## src/rtl/byte_load_pkg.sv

```systemverilog
// byte_load_pkg: shared CPU datapath constants and the byte_load FSM state encoding.
package byte_load_pkg;
    localparam int DATA_W = 16;
    localparam logic SIZE_WORD = 1'b0;
    localparam logic SIZE_BYTE = 1'b1;
    typedef enum logic [1:0] {IDLE = 2'd0, RD1 = 2'd1, RD2 = 2'd2, FIN = 2'd3} state_t;
endpackage

```

## src/rtl/byte_load_extend.sv

```systemverilog
// byte_extend: little-endian byte lane select with zero/sign extension to a full register word.
module byte_extend
    import byte_load_pkg::*;
(
    input  logic [DATA_W-1:0] word,
    input  logic              lane,
    input  logic              sext,
    output logic [DATA_W-1:0] result
);
    logic [7:0] b;
    always_comb begin
        b = lane ? word[15:8] : word[7:0];
        result = {{8{sext & b[7]}}, b};
    end
endmodule

```

## src/rtl/byte_load.sv

```systemverilog
// byte_load: fetches data-memory words and returns a whole word or an extended byte lane.
// UNALIGNED_WORD_EN enables two-read odd-address word loads; otherwise they are rejected with err.
module byte_load
    import byte_load_pkg::*;
#(
    parameter int ADDR_W  = 16,
    parameter int TIMEOUT = 255
) (
    input  logic              clk,
    input  logic              rst,
    input  logic              start,
    input  logic [ADDR_W-1:0] addr,
    input  logic              size,
    input  logic              sext,
    output logic              busy,
    output logic              done,
    output logic              err,
    output logic [DATA_W-1:0] data_out,
    output logic              mem_req,
    output logic [ADDR_W-1:0] mem_addr,
    input  logic [DATA_W-1:0] mem_rdata,
    input  logic              mem_ack
);
    localparam int CW = $clog2(TIMEOUT + 1);

    state_t            state_q, state_d;
    logic              lane_q, lane_d, size_q, size_d, sext_q, sext_d;
    logic              mem_req_q, mem_req_d, done_q, done_d, err_q, err_d, rej_q, rej_d;
    logic [ADDR_W-1:0] mem_addr_q, mem_addr_d;
    logic [DATA_W-1:0] result_q, result_d, data_out_q, data_out_d, ext;
    logic [CW-1:0]     cnt_q, cnt_d;
    logic              reject_in, split_rd;

`ifdef UNALIGNED_WORD_EN
    assign reject_in = 1'b0;
    assign split_rd  = size_q == SIZE_WORD && lane_q;
`else
    assign reject_in = size == SIZE_WORD && addr[0];
    assign split_rd  = 1'b0;
`endif

    byte_extend u_ext (.word(mem_rdata), .lane(lane_q), .sext(sext_q), .result(ext));

    always_comb begin
        state_d    = state_q;
        lane_d     = lane_q;
        size_d     = size_q;
        sext_d     = sext_q;
        mem_req_d  = mem_req_q;
        mem_addr_d = mem_addr_q;
        result_d   = result_q;
        data_out_d = data_out_q;
        cnt_d      = cnt_q;
        rej_d      = rej_q;
        done_d     = 1'b0;
        err_d      = 1'b0;
        case (state_q)
            IDLE: if (start) begin
                lane_d = addr[0];
                size_d = size;
                sext_d = sext;
                cnt_d  = '0;
                rej_d  = reject_in;
                if (reject_in) begin
                    result_d = '0;
                    state_d  = FIN;
                end else begin
                    mem_req_d  = 1'b1;
                    mem_addr_d = addr & ~ADDR_W'(1);
                    state_d    = RD1;
                end
            end
`ifdef UNALIGNED_WORD_EN
            RD1, RD2: begin
`else
            RD1: begin
`endif
                if (mem_ack) begin
                    cnt_d = '0;
                    if (state_q == RD1 && split_rd) begin
                        // upper byte of the first word is the low byte of the result
                        result_d   = {8'h00, mem_rdata[15:8]};
                        mem_addr_d = mem_addr_q + ADDR_W'(2);
                        state_d    = RD2;
                    end else begin
                        result_d  = state_q == RD2 ? {mem_rdata[7:0], result_q[7:0]} :
                                    size_q == SIZE_BYTE ? ext : mem_rdata;
                        mem_req_d = 1'b0;
                        state_d   = FIN;
                    end
                end else if (cnt_q == CW'(TIMEOUT)) begin
                    mem_req_d  = 1'b0;
                    data_out_d = '0;
                    err_d      = 1'b1;
                    done_d     = 1'b1;
                    state_d    = IDLE;
                end else begin
                    cnt_d = cnt_q + CW'(1);
                end
            end
            FIN: begin
                data_out_d = result_q;
                err_d      = rej_q;
                done_d     = 1'b1;
                state_d    = IDLE;
            end
            default: state_d = IDLE;
        endcase
    end

    always_ff @(posedge clk or posedge rst) begin
        if (rst) begin
            state_q    <= IDLE;
            lane_q     <= 1'b0;
            size_q     <= 1'b0;
            sext_q     <= 1'b0;
            mem_req_q  <= 1'b0;
            mem_addr_q <= '0;
            result_q   <= '0;
            data_out_q <= '0;
            cnt_q      <= '0;
            rej_q      <= 1'b0;
            done_q     <= 1'b0;
            err_q      <= 1'b0;
        end else begin
            state_q    <= state_d;
            lane_q     <= lane_d;
            size_q     <= size_d;
            sext_q     <= sext_d;
            mem_req_q  <= mem_req_d;
            mem_addr_q <= mem_addr_d;
            result_q   <= result_d;
            data_out_q <= data_out_d;
            cnt_q      <= cnt_d;
            rej_q      <= rej_d;
            done_q     <= done_d;
            err_q      <= err_d;
        end
    end

    assign busy     = state_q != IDLE;
    assign done     = done_q;
    assign err      = err_q;
    assign data_out = data_out_q;
    assign mem_req  = mem_req_q;
    assign mem_addr = mem_addr_q;
endmodule

```

## config.mk

```make
export PLATFORM = sky130hd
export DESIGN_NAME = byte_load
export DESIGN_NICKNAME = d
export VERILOG_FILES = /design/src/rtl/byte_load_pkg.sv /design/src/rtl/byte_load_extend.sv /design/src/rtl/byte_load.sv
export SDC_FILE = /design/constraint.sdc
export NUM_CORES = 1
export LEC_CHECK = 0
export CORE_UTILIZATION = 48
export DETAILED_ROUTE_END_ITERATION = 10
export PLACE_DENSITY_LB_ADDON = 0.12
export SLEW_MARGIN = 5
export SYNTH_ARGS = -nofsm -noshare
export SYNTH_HDL_FRONTEND = slang
export SYNTH_SLANG_ARGS = --single-unit
```

## constraint.sdc

```tcl
create_clock -name clk -period 3.18 [get_ports clk]
set_input_delay 0.954 -clock clk [delete_from_list [all_inputs] [get_ports clk]]
set_output_delay 0.954 -clock clk [all_outputs]
set_load 0.03 [all_outputs]
```

==> flow_summary_export.csv, run 1 <==
group,metric,value,unit
clock_tree,numCtsBuffers,9,
synth,syn_area,2710,sq um
synth,ys_ff_latch,64,
sta,finalCritPeriodShare,0.877,
routing,wl_per_cell,15.0,microns
setup_path,path_delay_family,"buffers and inverters",
synth,yosysTopAreaCell,"dfrtp_1",
sta,hold_viol,0,
layout,syn2layout_area_growth,37.3,%
sta,skew,7.57,ps
power,power.density,1000,nW/um^2
floorplan,ios,74,
place,dp.cells,361,
setup_path,worstSetupPathType,"reg2out",
clock_tree,insertion_delay,330,ps
clock_tree,cts_setup_buffers,0,
routing,drt-total-wl,5660,microns
clock_tree,htree_levels,3,
power,leakagePower,1.69,nW
sta,final_max_slew_viol_count,0,
synth,synthesis.nets,263,
layout,nNetsFinal,339,
floorplan,die-width,77.2,microns
synth,synthTopCellsByArea,"dfrtp_1, mux2_2, a22o_1",
synth,async_flop_share,1.00,
routing,num_vias,2000,
routing,drtIter0Drc,144,
setup_path,cp-endpoint,"busy",
floorplan,core-area,5470,sq um
setup_path,worstSetupStartpointType,"flip-flop",
layout,num-fill-cells,441,
sta,setup_violations,0,
setup_path,crit-reg2reg-launch,"cnt_q[0]",
clock_tree,cts_tree,"built",
global_route,grt_max_degree,65,
clock_tree,clk_path_buf_depth,2,
global_route,overflow,0,
synth,synth_most_common_cell,"dfrtp_1",
clock_tree,root_buffer,"clkbuf_8",
setup_path,arrival,1830,ps
clock_tree,cts_resized,0,
layout,drive_gt1_frac,0.154,
min_path,hp-class,"reg2reg",
global_route,track_usage,0.206,
sta,maxSlewHeadroom,0.530,
sta,fin_crit,2790,ps
layout,num_antenna_cells,0,
synth,yosys_warnings,0,
sta,finalSetupTns,0,ps
layout,multi_input_area,1040,sq um
routing,vias_per_cell,5.31,
synth,synth_cell_type_count,42,
sta,worst_pin_slew,704,ps
global_route,antenna_found_initial,0,
setup_path,reg2regPathDepth,5,
setup_path,reg2reg_slack,1170,ps
synth,syn_inst,224,
floorplan,die_y,77.2,microns
setup_path,cp.required,2230,ps
setup_path,crit_path_start,"state_q[0]",
synth,synth.avg_cell_area,12.1,sq um
place,gp_congestion,0.763,
global_route,grt_pass1_vias,1917,
layout,fin_cells,377,
setup_path,r2r-end,"data_out[11]",
floorplan,initial_core_util,0.496,
job,drv_cap,0,
routing,route.detailed.drc,0,
place,io_buffers,72,
power,total_power,0.00373,W
setup_path,slowest_delay,610,ps
routing,ant_nets,0,
floorplan,fp-row-count,27,
synth,synth_seq_area_share,0.590,
setup_path,cpMaxStageDelayCell,"clkdlybuf4s50_1",
floorplan,die_area,5960,sq um
status,status,"complete, no violations",
sta,max_freq,0.359,GHz
setup_path,critPathCaptureType,"primary output",
clock_tree,ctsHoldBuffers,0,
synth,synth_common_cells,"dfrtp_1, nand2_1, mux2_2",
setup_path,critPathBufInv,1,
setup_path,path_cells,"or2_2 -> clkdlybuf4s50_1",
setup_path,crit_fanout,12,
synth,synth-edff-count,0,
global_route,grt_first_pass_wirelength,9390,microns
layout,seqCellArea,1600,sq um
clock_tree,cts.sink_count,64,
synth,yosys.area.top_type_share,0.590,
power,ir_worst_vdd,0.666,mV
setup_path,cp.depth,2,
place,dp_hpwl,3860,microns
routing,drt_first_pass_iters,4,
sta,rsz0062_at_grt,"false",
clock_tree,cts.clk_slew.worst_paths,70,ps
synth,yosys_most_used_dff,"dfrtp_1",
-- cell type report --
cell class | count | area share
flip-flops and latches | 64 | 0.430
clock inverters | 6 | 0.0222
inverters | 6 | 0.00605
multi-input cells | 145 | 0.280
repair buffers | 74 | 0.201
well taps | 72 | 0.0242
clock buffers | 10 | 0.0369
-- worst register-to-register path, delay by kind of cell (launching register included) --
family	cells	cell delay [ps]
compound gates	1	260
flops	1	410
fa+ha+maj	1	230
simple gates	3	990
-- registers in the layout, summed over array words and instances, names as in the netlist --
| signal | count |
|---|---|
| mem_req | 1 |
| rej_q | 1 |
| cnt_q | 8 |
| err | 1 |
| size_q | 1 |
| data_out | 16 |
| done | 1 |
| state_q | 2 |
| mem_addr | 15 |
| sext_q | 1 |
| lane_q | 1 |
| result_q | 16 |
-- metal layers --
layer	vias to the layer above	global-route usage	share of wire
met4	0	0.0849	0.018
met3	9	0.0595	0.062
li1	957	-	-
met5	-	0	0
met1	975	0.282	0.46
met2	59	0.307	0.46
-- report_power, final --
group	switching, W	total (W)	internal, W
clock network	0.000307	0.000765	0.000458
registers	0.000228	0.00138	0.00115
logic	0.000860	0.00159	0.000729
total	0.00139	0.00373	0.00234
-- cell families (layout without fill, tap and decap cells) --
logic type,Yosys count,in the layout,synth area share
other cells,1,1,0.00138
mux,30,30,0.120
compound gates,50,50,0.131
flops,64,64,0.590
fa+ha+maj,1,1,0.00461
buf+inv,15,96,0.0258
simple gates,63,63,0.126
-- how the worst min path moves through the flow --
stage,start,slack [ps],depth (start not counted),end
4_1_cts,result_q[0],490,2,result_q[0]
2_1_floorplan,result_q[4],450,2,result_q[4]
5_1_grt,result_q[0],500,2,result_q[0]
3_3_place_gp,result_q[1],460,2,result_q[1]
3_5_place_dp,result_q[7],470,2,result_q[7]
6_report,result_q[0],480,2,result_q[0]
-- metrics by stage --
step / area (sq um) / hold slack, ps / util / worst slack (ps)
after floorplan: 2710 / 449 / - / 628
after global placement: 3500 / 462 / 0.640 / 501
after detailed placement: 3500 / 470 / 0.640 / 448
after CTS: 3720 / 486 / 0.681 / 377
after global routing: 3720 / 501 / 0.681 / 332
final: 3720 / 483 / 0.681 / 392
-- placed cells by master (no fill, tap or decap), drive strengths merged, types with 2 or more instances in the layout --
cell type       n
o21a            3
buf             2
bufinv          2
a21oi           4
mux2           21
clkinv          3
dfrtp          64
or4             2
nor2b           3
mux2i           9
or3             2
clkbuf         10
nor4            2
inv             6
o21ai          14
clkdlybuf4s50  72
nor2           12
and2            2
nand2          28
nand4           4
nand3           2
a22o           16
o211ai          3
o31ai           6
No activity file was read; power rests on OpenSTA's default activity.
==> run 2, diff against run 1 <==
- CORE_MARGIN: default -> 10
- clock period: 3.18 -> 2.8 ns (I/O delays scaled with it)
==> run 2 against run 1 <==
Compared with the run above:
- sequential power is 12% higher
- clock power increased by 29%
- critical path depth unchanged
- hold slack improved by 7.1 ps
- first-iteration DRC count fell by 49%
- power increased by 18%
- setup slack worse by 200 ps
- non-clock buffer count is 1 higher
==> flow_summary_export.csv, run 2 (same netlist as run 1, synthesis figures left out) <==
group,metric,value,unit
status,status,"complete, no violations",
min_path,hp-class,"reg2reg",
setup_path,path_cells,"or2_2 -> clkdlybuf4s50_1",
routing,drt_first_pass_iters,4,
floorplan,die_y,95.2,microns
power,power.density,1160,nW/um^2
global_route,antenna_found_initial,0,
sta,rsz0062_at_grt,"false",
global_route,track_usage,0.149,
layout,final_common_cell,"clkdlybuf4s50_1",
clock_tree,cts_setup_buffers,0,
setup_path,cpMaxStageDelayCell,"clkdlybuf4s50_1",
clock_tree,insertion_delay,340,ps
layout,fin_util,0.684,
clock_tree,cts_tree,"built",
setup_path,arrival,1770,ps
place,io_buffers,72,
layout,num-fill-cells,416,
routing,top_layer,"met4",
floorplan,ios,74,
sta,finalSetupTns,0,ps
setup_path,worstSetupPathType,"reg2out",
clock_tree,cts.sink_count,64,
clock_tree,root_buffer,"clkbuf_8",
clock_tree,cts_resized,0,
layout,final_cell_mix,"clkdlybuf4s50_1, dfrtp_1, nand2_1",
routing,route.detailed.drc,0,
sta,fin_crit,2610,ps
routing,vias_per_cell,5.26,
floorplan,fp-row-count,27,
sta,final_max_slew_viol_count,0,
routing,wl_met3,675,microns
routing,ant_nets,0,
clock_tree,clk_path_buf_depth,2,
clock_tree,cts.clk_slew.worst_paths,70,ps
clock_tree,ctsHoldBuffers,0,
sta,max_freq,0.383,GHz
layout,syn2layout_area_growth,38.8,%
setup_path,crit_fanout,8,
global_route,grt_max_degree,65,
global_route,overflow,0,
place,dp_hpwl,4660,microns
setup_path,slowest_delay,620,ps
sta,hold_viol,0,
setup_path,critPathCaptureType,"primary output",
sta,hold_ws,490,ps
floorplan,die-width,95.2,microns
routing,wl_per_cell,17.3,microns
routing,drt-total-wl,6530,microns
clock_tree,htree_levels,3,
place,gp_congestion,0.842,
sta,setup_violations,0,
clock_tree,numCtsBuffers,9,
sta,worst_pin_slew,753,ps
setup_path,cp.required,1960,ps
floorplan,core-area,5510,sq um
setup_path,worstSetupStartpointType,"flip-flop",
routing,num_vias,1988,
floorplan,initial_core_util,0.493,
power,ir_worst_vdd,0.828,mV
layout,num_antenna_cells,0,
layout,drive_gt1_frac,0.157,
routing,drtIter0Drc,74,
job,drv_cap,0,
sta,finalCritPeriodShare,0.932,
routing,wl_met1,2780,microns
floorplan,die_area,9060,sq um
layout,nNetsFinal,340,
sta,maxSlewHeadroom,0.497,
global_route,grt_first_pass_wirelength,10300,microns
sta,skew,8.68,ps
power,leakagePower,1.71,nW
routing,met2_wirelength,2990,microns
global_route,grt_pass1_vias,2090,
==> run 2: layer usage <==
metal	GRT usage	vias to the layer above
met5	0	-
met4	0.0636	0
met3	0.0699	7
met2	0.225	70
met1	0.180	957
li1	-	954
==> run 2: stage by stage <==
stage | cell area, sq um | std cells | total power [W] | setup WS [ps]
floorplan | 2710 | 224 | 0.00270 | 362
global placement | 3510 | 362 | 0.00339 | 211
detailed placement | 3510 | 362 | 0.00343 | 135
CTS | 3770 | 378 | 0.00444 | 171
global route | 3770 | 378 | 0.00464 | 119
finish | 3770 | 378 | 0.00439 | 189
==> run 2: area by class of cell <==
class / count / area (sq um) / share of cell area
inverters: 6 / 22.5 / 0.00598
well taps: 72 / 90.1 / 0.0239
multi-input cells: 145 / 1040 / 0.277
repair buffers: 75 / 756 / 0.201
clock buffers: 11 / 151 / 0.0402
flip-flops and latches: 64 / 1600 / 0.425
clock inverters: 5 / 103 / 0.0272
==> run 2: power by group <==
part           internal (W)  total, W  leakage [nW]  switching (W)
sequential          0.00131   0.00154         0.811       0.000236
clock              0.000638  0.000990         0.126       0.000352
combinational      0.000837   0.00185         0.769        0.00102
total               0.00278   0.00439          1.71        0.00160
==> run 2: final timing paths <==
path	cells past startpoint	slack, ps	to	from
max reg2reg	5	840	data_out[10]	cnt_q[0]
min in group asynchronous	3	890	result_q[15]	rst
max	2	190	busy	state_q[1]
min	2	490	result_q[12]	result_q[12]
min reg2reg	2	490	result_q[12]	result_q[12]
max in group asynchronous	3	1640	data_out[12]	rst
==> run 2: critical path: cells and delay by family, from the launching register on <==
| family | cells | cell delay (ps) |
|---|---|---|
| flops | 1 | 460 |
| simple gates | 1 | 350 |
| buf+inv | 1 | 620 |
==> run 3, diff against run 2 <==
- GPL_TIMING_DRIVEN: default -> 0
- PLACE_DENSITY: default -> 0.83
- PLACE_DENSITY_LB_ADDON: 0.12 -> default
==> run 3 against run 2 <==
Compared with the run above:
- highest routed layer unchanged
- maximum frequency increased by 0.79%
- sequential power is essentially flat
- via count grew 2.8%
- core utilization shrank 1.1 points
- sequential share of layout area up 0.70 points
- wire length is 0.38% lower
- sequential cell count unchanged
- setup slack improved by 21 ps
- non-clock buffer count grew 7
- die area stayed put
==> flow_summary_export.csv, run 3 (same netlist as run 1, synthesis figures left out) <==
group,metric,value,unit
setup_path,reg2reg_slack,790,ps
global_route,antenna_found_initial,0,
routing,drt_first_pass_iters,4,
place,io_buffers,72,
power,power.density,1110,nW/um^2
power,ir_worst_vdd,0.738,mV
global_route,track_usage,0.149,
min_path,hold_end,"result_q[10]",
status,status,"complete, no violations",
global_route,grt_pass1_vias,2228,
sta,skew,4.35,ps
setup_path,reg2regPathDepth,6,
clock_tree,cts_tree,"built",
setup_path,worstSetupStartpointType,"flip-flop",
global_route,grt_first_pass_wirelength,10600,microns
routing,ant_nets,0,
clock_tree,cts.clk_slew.worst_paths,70,ps
layout,seqCellArea,1600,sq um
clock_tree,clk_path_buf_depth,2,
place,gp_congestion,0.814,
routing,top_layer,"met4",
clock_tree,ctsHoldBuffers,0,
clock_tree,insertion_delay,330,ps
sta,finalCritPeriodShare,0.925,
min_path,hold_start,"result_q[10]",
floorplan,die_y,95.2,microns
place,dp_hpwl,4860,microns
setup_path,critPathCaptureType,"primary output",
routing,met2_wirelength,2890,microns
setup_path,worstSetupPathType,"reg2out",
routing,wl_per_cell,17.0,microns
power,internal_power,0.00249,W
routing,num_vias,2044,
clock_tree,cts.sink_count,64,
sta,setup_violations,0,
sta,worst_pin_slew,763,ps
floorplan,die-width,95.2,microns
power,netSwitchingPower,0.00161,W
clock_tree,numCtsBuffers,9,
layout,fin_cells,383,
routing,drt-total-wl,6500,microns
sta,fin_crit,2590,ps
layout,num-fill-cells,421,
layout,multi_input_area,1040,sq um
layout,final_cell_mix,"clkdlybuf4s50_1, dfrtp_1, nand2_1",
routing,vias_per_cell,5.34,
floorplan,ios,74,
power,seqPwrFrac,0.373,
floorplan,die_area,9060,sq um
power,p_sw_frac,0.393,
floorplan,fp-row-count,27,
power,leakagePower,1.68,nW
global_route,grt_max_degree,37,
layout,syn2layout_area_growth,36.5,%
power,p_clk_frac,0.162,
sta,max_freq,0.386,GHz
sta,final_max_slew_viol_count,0,
sta,rsz0062_at_grt,"false",
clock_tree,cts_resized,0,
sta,hold_viol,0,
clock_tree,cts_setup_buffers,0,
layout,num_antenna_cells,0,
place,dp.cells,369,
layout,final_common_cell,"clkdlybuf4s50_1",
layout,drive_gt1_frac,0.154,
setup_path,cp.required,1960,ps
job,drv_cap,0,
routing,wl_met1,2780,microns
min_path,worstHoldPathCells,2,
routing,wl_met3,744,microns
clock_tree,htree_levels,3,
setup_path,crit_fanout,8,
setup_path,r2r-end,"data_out[3]",
sta,maxSlewHeadroom,0.491,
floorplan,initial_core_util,0.493,
sta,finalSetupTns,0,ps
setup_path,crit-reg2reg-launch,"cnt_q[0]",
layout,nNetsFinal,347,
routing,drtIter0Drc,60,
routing,route.detailed.drc,0,
global_route,overflow,0,
floorplan,core-area,5510,sq um
setup_path,arrival,1750,ps
clock_tree,root_buffer,"clkbuf_8",
power,comb_power_share,0.465,
min_path,hp-class,"reg2reg",
==> run 3: final cells by class <==
cell class | instances | share of cell area
clock inverter | 4 | 0.00608
tap | 72 | 0.0243
buffer | 9 | 0.0128
clock buffer | 10 | 0.0371
timing repair buffer | 73 | 0.200
sequential | 64 | 0.432
multi-input combinational | 145 | 0.281
inverter | 6 | 0.00608
==> run 3: how the worst max path moves through the flow <==
stage | start | to | slack, ps | depth (start not counted)
floorplan | rst | cnt_q[0] | 360 | 1
global placement | rst | done | -710 | 2
detailed placement | mem_ack | data_out[6] | 90 | 5
CTS | state_q[1] | busy | 190 | 2
global route | state_q[1] | busy | 140 | 2
finish | state_q[1] | busy | 210 | 2
==> run 3: per-layer routing <==
| layer | up-vias | global-route usage |
|---|---|---|
| met3 | 11 | 0.0778 |
| met1 | 990 | 0.181 |
| li1 | 967 | - |
| met2 | 76 | 0.220 |
| met4 | 0 | 0.0574 |
| met5 | - | 0 |
==> run 3: power groups by stage <==
stage	clock, W	combinational (W)	sequential [W]
after detailed placement	0	0.00192	0.00153
after global placement	0	0.00188	0.00152
after floorplan	0	0.000771	0.00193
after global routing	0.000710	0.00206	0.00157
after CTS	0.000680	0.00193	0.00153
final	0.000663	0.00191	0.00153
==> run 3: metrics by stage <==
step / hold slack (ps) / power, W / utilization / worst slack, ps / cell area (sq um)
floorplan: 449 / 0.00270 / - / 362 / 2710
global placement: 465 / 0.00340 / 0.640 / -707 / 3520
detailed placement: 476 / 0.00345 / 0.644 / 91.3 / 3540
CTS: 491 / 0.00414 / 0.673 / 191 / 3700
global route: 514 / 0.00434 / 0.673 / 142 / 3700
finish: 489 / 0.00409 / 0.673 / 210 / 3700
==> run 3: critical path: stages (launching register included) <==
cell and delay (ps):
dfrtp_1 450, or2_2 350, clkdlybuf4s50_1 610
